$ cat src/rtl/torreta_arbitro_servo_pkg.sv
// Shared definitions for the reload/fire servo arbiter of the torreta:
// state codes (also shown on the debug display) and servo position codes.
package torreta_arbitro_servo_pkg;

    typedef enum logic [3:0] {
        OCIOSO      = 4'h0,
        DISPARO     = 4'h1,
        RET_DISPARO = 4'h2,
        RECARGA     = 4'h3,
        RET_RECARGA = 4'h4,
        REJEITA     = 4'hF
    } estado_t;

    localparam logic [1:0] POS_REPOUSO = 2'b00;
    localparam logic [1:0] POS_DISPARO = 2'b01;
    localparam logic [1:0] POS_RECARGA = 2'b10;

    localparam int MAX_MUNICAO_PADRAO = 9;

    // States in which the servo timer runs
    function automatic logic estado_temporizado(input estado_t e);
        case (e)
            DISPARO, RET_DISPARO, RECARGA, RET_RECARGA: return 1'b1;
            default:                                    return 1'b0;
        endcase
    endfunction

    // Action states hold the servo away from rest for T_ACAO cycles
    function automatic logic estado_acao(input estado_t e);
        case (e)
            DISPARO, RECARGA: return 1'b1;
            default:          return 1'b0;
        endcase
    endfunction

endpackage

$ cat src/rtl/torreta_arbitro_servo_temporizador.sv
// Free-running dwell timer: counts while enabled, clears on request and
// flags the cycle in which the count reaches the programmed limit.
module torreta_temporizador #(
    parameter int W_TEMPO = 25
) (
    input  logic               clock,
    input  logic               reset,
    input  logic               limpa,
    input  logic               habilita,
    input  logic [W_TEMPO-1:0] limite,
    output logic               fim
);

    logic [W_TEMPO-1:0] contagem_r;

    // Dwell counter; clear wins over enable so every state entry starts at zero
    always_ff @(posedge clock or posedge reset) begin
        if (reset) begin
            contagem_r <= {W_TEMPO{1'b0}};
        end else if (limpa) begin
            contagem_r <= {W_TEMPO{1'b0}};
        end else if (habilita) begin
            contagem_r <= contagem_r + {{(W_TEMPO-1){1'b0}}, 1'b1};
        end else begin
            contagem_r <= contagem_r;
        end
    end

    assign fim = habilita && (contagem_r == limite);

endmodule

$ cat src/rtl/torreta_arbitro_servo.sv
// Arbitrates fire and reload requests onto the shared servo, owns the
// ammunition count and reports completion/rejection back to the UC.
module torreta_arbitro_servo
    import torreta_arbitro_servo_pkg::*;
#(
    parameter int MAX_MUNICAO = MAX_MUNICAO_PADRAO,
    parameter int T_ACAO      = 25_000_000,
    parameter int T_RETORNO   = 25_000_000,
    parameter int W_TEMPO     = 25
) (
    input  logic       clock,
    input  logic       reset,
    input  logic       pedido_disparo,
    input  logic       pedido_recarga,
    output logic [1:0] posicao_servo,
    output logic       fim_disparo,
    output logic       fim_recarga,
    output logic       falha,
    output logic       ocupado,
    output logic [3:0] contagem_municao,
    output logic       torreta_carregada,
    output logic [3:0] db_estado
);

    // The timer counts 0..limit, so a dwell of T cycles compares against T-1
    localparam logic [W_TEMPO-1:0] LIM_ACAO    = W_TEMPO'(T_ACAO - 1);
    localparam logic [W_TEMPO-1:0] LIM_RETORNO = W_TEMPO'(T_RETORNO - 1);
    localparam logic [3:0]         MAX_CONT    = 4'(MAX_MUNICAO);

    estado_t            estado_r;
    logic [1:0]         posicao_r;
    logic               fim_disparo_r;
    logic               fim_recarga_r;
    logic               falha_r;
    logic               pendente_r;
    logic [3:0]         contagem_r;

    logic               temporizado_s;
    logic               limpa_s;
    logic               fim_tempo_s;
    logic [W_TEMPO-1:0] limite_s;

    // Timer control: idle states hold it cleared, expiry clears it for the next state
    always_comb begin
        temporizado_s = estado_temporizado(estado_r);
        limpa_s       = !temporizado_s || fim_tempo_s;
        if (estado_acao(estado_r)) begin
            limite_s = LIM_ACAO;
        end else begin
            limite_s = LIM_RETORNO;
        end
    end

    torreta_temporizador #(
        .W_TEMPO (W_TEMPO)
    ) u_temporizador (
        .clock    (clock),
        .reset    (reset),
        .limpa    (limpa_s),
        .habilita (temporizado_s),
        .limite   (limite_s),
        .fim      (fim_tempo_s)
    );

    // Sequencing FSM with ammo counter, pending-reload flag and registered outputs
    always_ff @(posedge clock or posedge reset) begin
        if (reset) begin
            estado_r      <= OCIOSO;
            posicao_r     <= POS_REPOUSO;
            fim_disparo_r <= 1'b0;
            fim_recarga_r <= 1'b0;
            falha_r       <= 1'b0;
            pendente_r    <= 1'b0;
            contagem_r    <= 4'd0;
        end else begin
            fim_disparo_r <= 1'b0;
            fim_recarga_r <= 1'b0;
            falha_r       <= 1'b0;

            // Reloads arriving while busy collapse into one pending request
            if ((estado_r != OCIOSO) && pedido_recarga) begin
                pendente_r <= 1'b1;
            end else begin
                pendente_r <= pendente_r;
            end

            case (estado_r)
                OCIOSO: begin
                    if (pedido_disparo) begin
                        if (pedido_recarga) begin
                            pendente_r <= 1'b1;
                        end else begin
                            pendente_r <= pendente_r;
                        end
                        if (contagem_r != 4'd0) begin
                            estado_r   <= DISPARO;
                            posicao_r  <= POS_DISPARO;
                            contagem_r <= contagem_r - 4'd1;
                        end else begin
                            estado_r   <= REJEITA;
                            falha_r    <= 1'b1;
                        end
                    end else if (pedido_recarga || pendente_r) begin
                        pendente_r <= 1'b0;
                        if (contagem_r < MAX_CONT) begin
                            estado_r   <= RECARGA;
                            posicao_r  <= POS_RECARGA;
                            contagem_r <= contagem_r + 4'd1;
                        end else begin
                            estado_r   <= REJEITA;
                            falha_r    <= 1'b1;
                        end
                    end else begin
                        estado_r <= OCIOSO;
                    end
                end
                DISPARO: begin
                    if (fim_tempo_s) begin
                        estado_r  <= RET_DISPARO;
                        posicao_r <= POS_REPOUSO;
                    end else begin
                        estado_r  <= DISPARO;
                    end
                end
                RET_DISPARO: begin
                    if (fim_tempo_s) begin
                        estado_r      <= OCIOSO;
                        fim_disparo_r <= 1'b1;
                    end else begin
                        estado_r      <= RET_DISPARO;
                    end
                end
                RECARGA: begin
                    if (fim_tempo_s) begin
                        estado_r  <= RET_RECARGA;
                        posicao_r <= POS_REPOUSO;
                    end else begin
                        estado_r  <= RECARGA;
                    end
                end
                RET_RECARGA: begin
                    if (fim_tempo_s) begin
                        estado_r      <= OCIOSO;
                        fim_recarga_r <= 1'b1;
                    end else begin
                        estado_r      <= RET_RECARGA;
                    end
                end
                REJEITA: begin
                    estado_r  <= OCIOSO;
                    posicao_r <= POS_REPOUSO;
                end
                default: begin
                    estado_r  <= OCIOSO;
                    posicao_r <= POS_REPOUSO;
                end
            endcase
        end
    end

    assign posicao_servo     = posicao_r;
    assign fim_disparo       = fim_disparo_r;
    assign fim_recarga       = fim_recarga_r;
    assign falha             = falha_r;
    assign ocupado           = (estado_r != OCIOSO);
    assign contagem_municao  = contagem_r;
    assign torreta_carregada = (contagem_r != 4'd0);
    assign db_estado         = estado_r;

endmodule
$ cat config.mk
export PLATFORM = sky130hd
export DESIGN_NAME = torreta_arbitro_servo
export DESIGN_NICKNAME = d
export VERILOG_FILES = /design/src/rtl/torreta_arbitro_servo_pkg.sv /design/src/rtl/torreta_arbitro_servo_temporizador.sv /design/src/rtl/torreta_arbitro_servo.sv
export SDC_FILE = /design/constraint.sdc
export NUM_CORES = 1
export LEC_CHECK = 0
export BUFFER_PORTS_ARGS = -buffer_cell sky130_fd_sc_hd__buf_2
export CORE_MARGIN = 2
export CORE_UTILIZATION = 30
export CTS_CLUSTER_SIZE = 40
export DETAILED_ROUTE_END_ITERATION = 8
export GPL_TIMING_DRIVEN = 1
export PLACE_DENSITY = 0.57
export SLEW_MARGIN = 5
export SYNTH_ARGS = -nofsm -noshare
export SYNTH_HDL_FRONTEND = slang
export SYNTH_HIERARCHICAL = 1
export SYNTH_SLANG_ARGS = --single-unit
$ cat constraint.sdc
create_clock -name clock -period 3.9 [get_ports clock]
set_clock_uncertainty 0.05 [all_clocks]
set_input_delay 0.195 -clock clock [delete_from_list [all_inputs] [get_ports clock]]
set_output_delay 0.195 -clock clock [all_outputs]
set_load 0.1 [all_outputs]
==> impl_metrics.env, run 1 <==
export IMPL_status="completed"
export IMPL_gp_congestion=0.784
export IMPL_seq_power_share_pct=30.1
export IMPL_syn_area_um2=2430
export IMPL_synthArstFlopShare_pct=100
export IMPL_dr_pass1_iters=4
export IMPL_tightest_slew_ps=1010
export IMPL_placed_area_um2=2690
export IMPL_ys_top_cells_by_area="dfrtp_1 39%, xor2_1 9.4%, xnor2_1 5.1%"
export IMPL_n_antenna_cell=0
export IMPL_drc=0
export IMPL_yosys_area_top_type="dfrtp_1"
export IMPL_relSlewSlack_pct=32.3
export IMPL_drive_gt1_share_pct=15.4
export IMPL_clockBufferDepth=2
export IMPL_dr_first_iter_drc_count=63
export IMPL_path_clk_slew_ps=80
export IMPL_syn2layout_area_growth_pct=15.6
export IMPL_nets=299
export IMPL_worstSetupPathType="register to register"
export IMPL_io_buffers=18
export IMPL_clkSinkCount=38
export IMPL_yosysMostFrequentCell="dfrtp_1"
export IMPL_dieHeight_um=93.9
export IMPL_ys_types=55
export IMPL_hp_class="primary input to register"
export IMPL_crit_path_end_kind="register"
export IMPL_netlist_area_leader_share_pct=39.2
export IMPL_hpwl_um=3660
export IMPL_fin_setup_tns_ps=0
export IMPL_sw_frac_of_total_pct=50.9
export IMPL_pwr_share_comb_pct=51.6
export IMPL_synth_top_cells_by_count="38 x dfrtp_1, 26 x xor2_1, 18 x nor2_1"
export IMPL_rsz0062_at_grt="false"
export IMPL_final_cell_area_um2=2800
export IMPL_grt_pass1_wl_um=8990
export IMPL_crit_end="u_temporizador/contagem_r[22]$_DFFE_PP0P_"
export IMPL_required_ps=4040
export IMPL_synth_seq_area_share_pct=39.2
export IMPL_intPower_w=0.000907
export IMPL_row_count=32
export IMPL_maxCapViolCount=0
export IMPL_die_w_um=93.9
export IMPL_clock_power_share_pct=18.3
export IMPL_post_cts_resized=0
export IMPL_rrSetupSlack_ps=980
export IMPL_crit_arrival_ps=3060
export IMPL_start_util_pct=31.2
export IMPL_r2r_end="u_temporizador/contagem_r[22]$_DFFE_PP0P_"
export IMPL_ys_seq_elements=38
export IMPL_grt_use_total_pct=12.9
export IMPL_power_switching_w=0.000940
export IMPL_ys_warn_count=6
export IMPL_post_route_period_util_pct=74.8
export IMPL_vdd_ir_drop_worst_uv=588
export IMPL_htreeDepth=2
export IMPL_min_period_ps=2920
export IMPL_ios=19
export IMPL_grt_max_degree=28
export IMPL_antenna_left=0
export IMPL_r2r_cells=10
export IMPL_fillerInstances=823
export IMPL_netlist_instances=249
export IMPL_grt_pass1_vias=1884
export IMPL_overflow=0
export IMPL_synth_edff_count=0
export IMPL_antenna_found_initial=0
export IMPL_drv_slew=0
export IMPL_clk_latency_ps=300
export IMPL_numCtsBuffers=5
export IMPL_root_buffer="clkbuf_8"
export IMPL_vias_per_cell=4.79
export IMPL_core_area_um2=7770
export IMPL_r2r_start="db_estado[0]$_DFF_PP0_"
export IMPL_hold_violations=0
export IMPL_fp_dieArea_um2=8820
export IMPL_powerDensity_nw_per_um2=659
export IMPL_p_leak_nw=1.24
export IMPL_num_vias=1887
export IMPL_cp_startpoint="db_estado[0]$_DFF_PP0_"
export IMPL_wl_per_cell_um=12.9
export IMPL_cp_max_fo=11
export IMPL_cts_tree="built"
export IMPL_synth_avg_cell_area_um2=9.74
export IMPL_ys_flop_type="dfrtp_1"
export IMPL_start_kind="register"
export IMPL_routed_wl_um=5100
export IMPL_fmax_mhz=343
export IMPL_setup_viol=0
[registers in the layout (all words and copies together) (netlist names)]
| register | count |
|---|---|
| pendente_r | 1 |
| contagem_municao | 4 |
| db_estado | 4 |
| fim_disparo | 1 |
| fim_recarga | 1 |
| posicao_servo | 2 |
| u_temporizador/contagem_r | 25 |
[worst min-delay path by stage]
stage | start | end | slack (ps) | depth (start not counted)
global route | pedido_recarga | pendente_r$_DFFE_PP0P_ | 210 | 3
finish | pedido_recarga | pendente_r$_DFFE_PP0P_ | 190 | 3
detailed placement | reset | contagem_municao[2]$_DFFE_PP0P_ | 240 | 2
floorplan | reset | contagem_municao[0]$_DFFE_PP0P_ | 20 | 1
CTS | pedido_recarga | pendente_r$_DFFE_PP0P_ | 170 | 3
global placement | reset | contagem_municao[2]$_DFFE_PP0P_ | 230 | 2
[cell usage in the layout, fill, tap and decap left out, types with 9 or more instances in the layout]
cell,Yosys,layout
xor2_1,26,26
dfrtp_1,38,38
buf_2,3,18
or4_1,9,9
a21oi_1,16,16
nor2_1,18,18
inv_1,11,11
o31ai_1,9,9
nand2_1,10,10
nand3_1,15,15
conb_1,2,25
xnor2_1,14,14
[cells by family after synthesis]
logic type,after synthesis,synth area share (%)
adders and majority gates,4,2.37
and+or+nand+nor,96,24.1
buffers and inverters,22,4.64
xor gates and xnor gates,40,14.4
AOI/OAI and AO/OA,42,12.1
DFF,38,39.2
other,2,0.310
muxes,5,2.84
[power groups by stage]
| stage | combinational (W) | sequential (W) | clock, W |
|---|---|---|---|
| 2_1_floorplan | 0.000523 | 0.000848 | 0 |
| 6_report | 0.000953 | 0.000556 | 0.000338 |
| 3_5_place_dp | 0.000959 | 0.000564 | 0 |
| 5_1_grt | 0.00103 | 0.000574 | 0.000366 |
| 3_3_place_gp | 0.000950 | 0.000561 | 0 |
| 4_1_cts | 0.000962 | 0.000557 | 0.000352 |
[metal layers]
metal  vias up  track usage (%)  wire, um
li1        947                -         -
met3        10             3.37       199
met4         0             4.59        94
met5         -                0         0
met1       902             16.4      2430
met2        28             21.1      2380
[cell type report]
type                            count  area (um2)  share of cell area (%)
Tap cell                          102         128                    4.55
Clock inverter                      3        40.0                    1.43
Sequential cell                    38         951                    33.9
Clock buffer                        5        68.8                    2.45
Multi-Input combinational cell    212        1450                    51.7
Inverter                           12        45.0                    1.61
Timing Repair Buffer               22         123                    4.37
[worst max-delay path, cell delays in order, from the launching register on]
cell and delay [ps]:
dfrtp_1 490, o21ai_0 230, nor3b_1 210, buf_4 220, nand3_1 80, nor4_1 240
nand2b_1 190, o211a_4 220, nand2_1 190, nor4_1 340, mux2_2 370
[repair_timing]
item	in CTS	in global routing
hold buffers	1	0
buffers inserted	0	0
hold endpoints to repair	13	0
[metrics by stage]
step                      std cells  total power, W  setup slack, ps  hold WS, ps  util, %
after detailed placement        385         0.00152             1000          236     34.6
final                           394         0.00185              981          188     36.1
after floorplan                 272         0.00137              173         22.0        -
after global routing            394         0.00197              696          214     36.1
after global placement          385         0.00151             1070          233     34.6
after CTS                       394         0.00187              959          171     36.1
(Power assumes the default switching activity.)
==> run 2: changes to the inputs <==
==> constraint.sdc (replaced) <==
create_clock -name clock -period 2.7 [get_ports clock]
set_clock_uncertainty 0.05 [all_clocks]
set_input_delay 0.135 -clock clock [delete_from_list [all_inputs] [get_ports clock]]
set_output_delay 0.135 -clock clock [all_outputs]
set_load 0.1 [all_outputs]
==> run 2 against run 1 <==
Effect of this change:
- hold slack got worse by 63 ps
- final area increased by 9.4%
- non-clock buffer count increased by 21
==> impl_metrics.env, run 2 (synthesized netlist as in run 1, its figures left out) <==
export IMPL_start_util_pct=31.2
export IMPL_grt_pass1_vias=1986
export IMPL_clk_latency_ps=290
export IMPL_final_core_util_pct=39.5
export IMPL_clockBufferDepth=2
export IMPL_ios=19
export IMPL_antenna_found_initial=0
export IMPL_core_area_um2=7770
export IMPL_largest_register="u_temporizador/contagem_r"
export IMPL_start_kind="register"
export IMPL_nets=320
export IMPL_worstSetupPathType="register to register"
export IMPL_htreeDepth=2
export IMPL_setup_ws_ps=110
export IMPL_gp_congestion=0.759
export IMPL_die_w_um=93.9
export IMPL_final_instance_count_excl_fill=415
export IMPL_row_count=32
export IMPL_post_route_period_util_pct=95.9
export IMPL_critical_path_max_stage_delay_ps=540
export IMPL_drv_slew=0
export IMPL_cp_cell_sequence="o21ai_2 -> nor3b_4 -> nand3_2 -> nor4_4 -> nand2b_4 -> o211a_4 -> nand2_4 -> or4_1 -> a21oi_2"
export IMPL_holdWs_ps=125
export IMPL_hp_class="primary input to register"
export IMPL_hold_violations=0
export IMPL_syn2layout_area_growth_pct=26.5
export IMPL_num_vias=1961
export IMPL_grt_pass1_wl_um=9510
export IMPL_setup_viol=0
export IMPL_maxCapViolCount=0
export IMPL_powerDensity_nw_per_um2=901
export IMPL_dr_first_iter_drc_count=100
export IMPL_fin_setup_tns_ps=0
export IMPL_antenna_left=0
export IMPL_mostFrequentLayoutCell="dfrtp_1"
export IMPL_crit_arrival_ps=2750
export IMPL_n_antenna_cell=0
export IMPL_drc=0
export IMPL_fp_dieArea_um2=8820
export IMPL_largest_reg_flops=25
export IMPL_crit_path_end_kind="register"
export IMPL_path_clk_slew_ps=80
export IMPL_status="completed"
export IMPL_place_ws_ps=3.55
export IMPL_hpwl_um=3990
export IMPL_relSlewSlack_pct=35.7
export IMPL_fillerInstances=801
export IMPL_wl_per_cell_um=13.0
export IMPL_vias_per_cell=4.73
export IMPL_p_leak_nw=1.42
export IMPL_grt_max_degree=27
export IMPL_min_period_ps=2590
export IMPL_overflow=0
export IMPL_grt_use_total_pct=13.5
export IMPL_tightest_slew_ps=963
export IMPL_rsz0062_at_grt="false"
export IMPL_required_ps=2860
export IMPL_dp_cells=402
export IMPL_dr_pass1_iters=4
export IMPL_cts_tree="built"
export IMPL_layout_common_cells="33 x dfrtp_1, 26 x xor2_1, 25 x conb_1"
export IMPL_root_buffer="clkbuf_8"
export IMPL_drive_gt1_share_pct=26.5
export IMPL_cp_max_fo=7
export IMPL_routed_wl_um=5390
export IMPL_io_buffers=18
export IMPL_cp_slowest_cell="or4_1"
export IMPL_fmax_mhz=386
export IMPL_numCtsBuffers=5
export IMPL_vdd_ir_drop_worst_uv=847
export IMPL_clkSinkCount=38
export IMPL_dieHeight_um=93.9
run 2: cell count changes in the layout (fill, tap and decap cells not counted), sizes merged:
cell and change:
buf +21, clkbuf +3, bufinv -1, clkinv -2
run 2: worst paths after layout:
kind	startpoint	to	slack [ps]	cells past startpoint
min reg2reg	db_estado[2]$_DFF_PP0_	fim_disparo$_DFF_PP0_	490	1
max in group asynchronous	reset	u_temporizador/contagem_r[3]$_DFFE_PP0P_	1390	3
min in group asynchronous	reset	fim_disparo$_DFF_PP0_	380	3
max	db_estado[0]$_DFF_PP0_	u_temporizador/contagem_r[23]$_DFFE_PP0P_	110	9
min	pedido_recarga	pendente_r$_DFFE_PP0P_	120	3
max reg2reg	db_estado[0]$_DFF_PP0_	u_temporizador/contagem_r[23]$_DFFE_PP0P_	110	9
run 2: layer usage:
metal	up-vias	routed length, um	global-route usage, %
li1	989	-	-
met1	946	2620	18.6
met2	23	2610	22.0
met3	3	137	2.73
met4	0	18	2.66
met5	-	0	0
run 2: critical path: cells and delay by family, from the launching register on:
family	cells	cell delay, ps
AND/OR/NAND/NOR	6	1470
AO/OA/AOI/OAI	3	510
flip-flops	1	480
run 2: what timing repair did:
action,4_1_cts,5_1_grt
endpoints found under the hold margin,13,0
setup buffers,0,4
pin swaps,0,5
setup endpoints to repair,3,11
gates resized for setup,1,10
hold buffers,1,0
gates cloned,0,0
run 2: stage by stage:
stage / instance area (um2) / total power, W
after global routing: 3070 / 0.00293
after CTS: 2990 / 0.00275
after detailed placement: 2860 / 0.00227
final: 3070 / 0.00276
after floorplan: 2570 / 0.00202
after global placement: 2860 / 0.00226
run 2: power breakdown:
part	leakage [nW]	switching [W]	internal (W)	total [W]
registers	0.499	0.000103	0.000676	0.000779
logic	0.861	0.00109	0.000431	0.00152
clock network	0.0575	0.000209	0.000258	0.000467
total	1.42	0.00140	0.00136	0.00276
run 2: layout make-up:
type / instances / area (um2) / area share, %
sequential: 38 / 962 / 31.4
timing repair buffer: 43 / 280 / 9.14
inverter: 12 / 45.0 / 1.47
multi-input combinational: 212 / 1540 / 50.3
clock buffer: 8 / 110 / 3.59
tap: 102 / 128 / 4.16
==> run 3: changes to the inputs <==
--- a/config.mk
+++ b/config.mk
@@ -8,10 +8,13 @@
 export BUFFER_PORTS_ARGS = -buffer_cell sky130_fd_sc_hd__buf_2
 export CORE_MARGIN = 2
 export CORE_UTILIZATION = 30
+export CTS_BUF_LIST = sky130_fd_sc_hd__clkbuf_16
 export CTS_CLUSTER_SIZE = 40
 export DETAILED_ROUTE_END_ITERATION = 8
+export GPL_ROUTABILITY_DRIVEN = 0
 export GPL_TIMING_DRIVEN = 1
 export PLACE_DENSITY = 0.57
+export SKIP_LAST_GASP = 1
 export SLEW_MARGIN = 5
 export SYNTH_ARGS = -nofsm -noshare
 export SYNTH_HDL_FRONTEND = slang
==> run 3 against run 2 <==
Effect of this change:
- non-clock buffer count stayed put
- combinational power barely moved
- final cell count stayed put
- worst setup slack got worse by 9.9 ps
- utilization up 0.34 points
- sequential cell count unchanged
- via count down 0.31%
- routed wire length is 1.3% higher
- final area rose by 0.86%
- sequential share of layout area is 0.27 points lower
- sequential power about the same
- maximum frequency is 0.38% lower
==> impl_metrics.env, run 3 (synthesized netlist as in run 1, its figures left out) <==
export IMPL_worstSetupPathType="register to register"
export IMPL_core_area_um2=7770
export IMPL_fmax_mhz=385
export IMPL_hpwl_um=3990
export IMPL_drc=0
export IMPL_top_usage_layer="met2"
export IMPL_n_antenna_cell=0
export IMPL_grt_use_met1_pct=18.4
export IMPL_largest_register="u_temporizador/contagem_r"
export IMPL_p_leak_nw=1.43
export IMPL_crit_path_end_kind="register"
export IMPL_largest_reg_flops=25
export IMPL_grt_use_total_pct=13.4
export IMPL_crit_arrival_ps=2760
export IMPL_dr_pass1_iters=4
export IMPL_start_util_pct=31.2
export IMPL_cp_max_fo=7
export IMPL_vdd_ir_drop_worst_uv=923
export IMPL_io_buffers=18
export IMPL_antenna_found_initial=0
export IMPL_post_route_period_util_pct=96.3
export IMPL_required_ps=2860
export IMPL_layout_common_cells="33 x dfrtp_1, 26 x xor2_1, 25 x conb_1"
export IMPL_use_met3_pct=2.49
export IMPL_cts_tree="built"
export IMPL_overflow=0
export IMPL_fin_setup_tns_ps=0
export IMPL_ios=19
export IMPL_path_clk_slew_ps=60
export IMPL_num_vias=1955
export IMPL_powerDensity_nw_per_um2=924
export IMPL_tightest_slew_ps=963
export IMPL_grtUsageMet2_pct=21.9
export IMPL_root_buffer="clkbuf_16"
export IMPL_relSlewSlack_pct=35.7
export IMPL_clkSinkCount=38
export IMPL_setup_viol=0
export IMPL_hp_class="primary input to register"
export IMPL_clockBufferDepth=2
export IMPL_nets=320
export IMPL_grt_max_degree=27
export IMPL_grt_pass1_wl_um=9470
export IMPL_syn2layout_area_growth_pct=27.5
export IMPL_rsz0062_at_grt="true"
export IMPL_final_instance_count_excl_fill=415
export IMPL_htreeDepth=2
export IMPL_dr_first_iter_drc_count=81
export IMPL_mostFrequentLayoutCell="dfrtp_1"
export IMPL_clk_latency_ps=280
export IMPL_routed_wl_um=5460
export IMPL_dieHeight_um=93.9
export IMPL_row_count=32
export IMPL_die_w_um=93.9
export IMPL_drv_slew=0
export IMPL_min_period_ps=2600
export IMPL_wl_per_cell_um=13.2
export IMPL_drive_gt1_share_pct=25.6
export IMPL_hold_violations=0
export IMPL_vias_per_cell=4.71
export IMPL_status="completed"
export IMPL_fp_dieArea_um2=8820
export IMPL_numCtsBuffers=5
export IMPL_start_kind="register"
export IMPL_grt_pass1_vias=1988
export IMPL_dp_cells=402
export IMPL_antenna_left=0
export IMPL_maxCapViolCount=0
## run 3: cell types whose count changed in the layout (fill, tap and decap cells not counted), sizes merged
cell,before,now
clkbuf,8,5
clkinv,0,3
## run 3: worst paths after layout
kind	start	slack (ps)	to	cells after the start
worst min-delay path	pedido_recarga	140	pendente_r$_DFFE_PP0P_	3
max in group asynchronous	reset	1370	u_temporizador/contagem_r[3]$_DFFE_PP0P_	3
worst max register to register	db_estado[0]$_DFF_PP0_	100	u_temporizador/contagem_r[23]$_DFFE_PP0P_	9
min in group asynchronous	reset	400	fim_disparo$_DFF_PP0_	3
worst max-delay path	db_estado[0]$_DFF_PP0_	100	u_temporizador/contagem_r[23]$_DFFE_PP0P_	9
worst min register to register	db_estado[2]$_DFF_PP0_	490	fim_disparo$_DFF_PP0_	1
## run 3: final cells by class
type / instances / area (um2)
fillers: 799 / 4670
multi-input cells: 212 / 1540
flip-flops and latches: 38 / 962
repair buffers: 43 / 280
well taps: 102 / 128
clock buffers: 5 / 125
inverters: 12 / 45.0
clock inverters: 3 / 11.3
## run 3: worst max-delay path, cell delays in order, from the launching register on
cell and delay (ps):
dfrtp_4 470, o21ai_2 160, nor3b_4 250, nand3_2 120, nor4_4 300, nand2b_4 180, o211a_4 210, nand2_4 90
or4_1 540, a21oi_2 150
## run 3: where the power goes
group          internal, W  leakage [nW]  switching, W
clock             0.000333        0.0663      0.000226
combinational     0.000431         0.861       0.00109
sequential        0.000677         0.499      0.000103
total              0.00144          1.43       0.00142
## run 3: per-stage QoR
step	util (%)	hold WS, ps	power (W)	area, um2	setup WS [ps]
2_1_floorplan	-	-38.1	0.00202	2570	-337
3_3_place_gp	36.8	160	0.00226	2860	-2.41
3_5_place_dp	36.8	170	0.00227	2860	3.55
4_1_cts	38.8	136	0.00285	3010	19.4
5_1_grt	39.8	169	0.00302	3090	-2.28
6_report	39.8	137	0.00286	3090	100
## run 3: routing by layer
| layer | part of all wire, % | vias to the layer above |
|---|---|---|
| met5 | 0 | - |
| met4 | 0.51 | 0 |
| met3 | 2.3 | 2 |
| met2 | 48 | 23 |
| met1 | 49 | 939 |
| li1 | - | 991 |
## run 3: what timing repair did
item | in CTS | in global routing
gates cloned | 0 | 0
endpoints found under the hold margin | 13 | 0
buffers inserted | 0 | 4
pin swaps | 0 | 7
gates resized for setup | 1 | 10
hold buffers | 1 | 0
setup endpoints to repair | 2 | 11
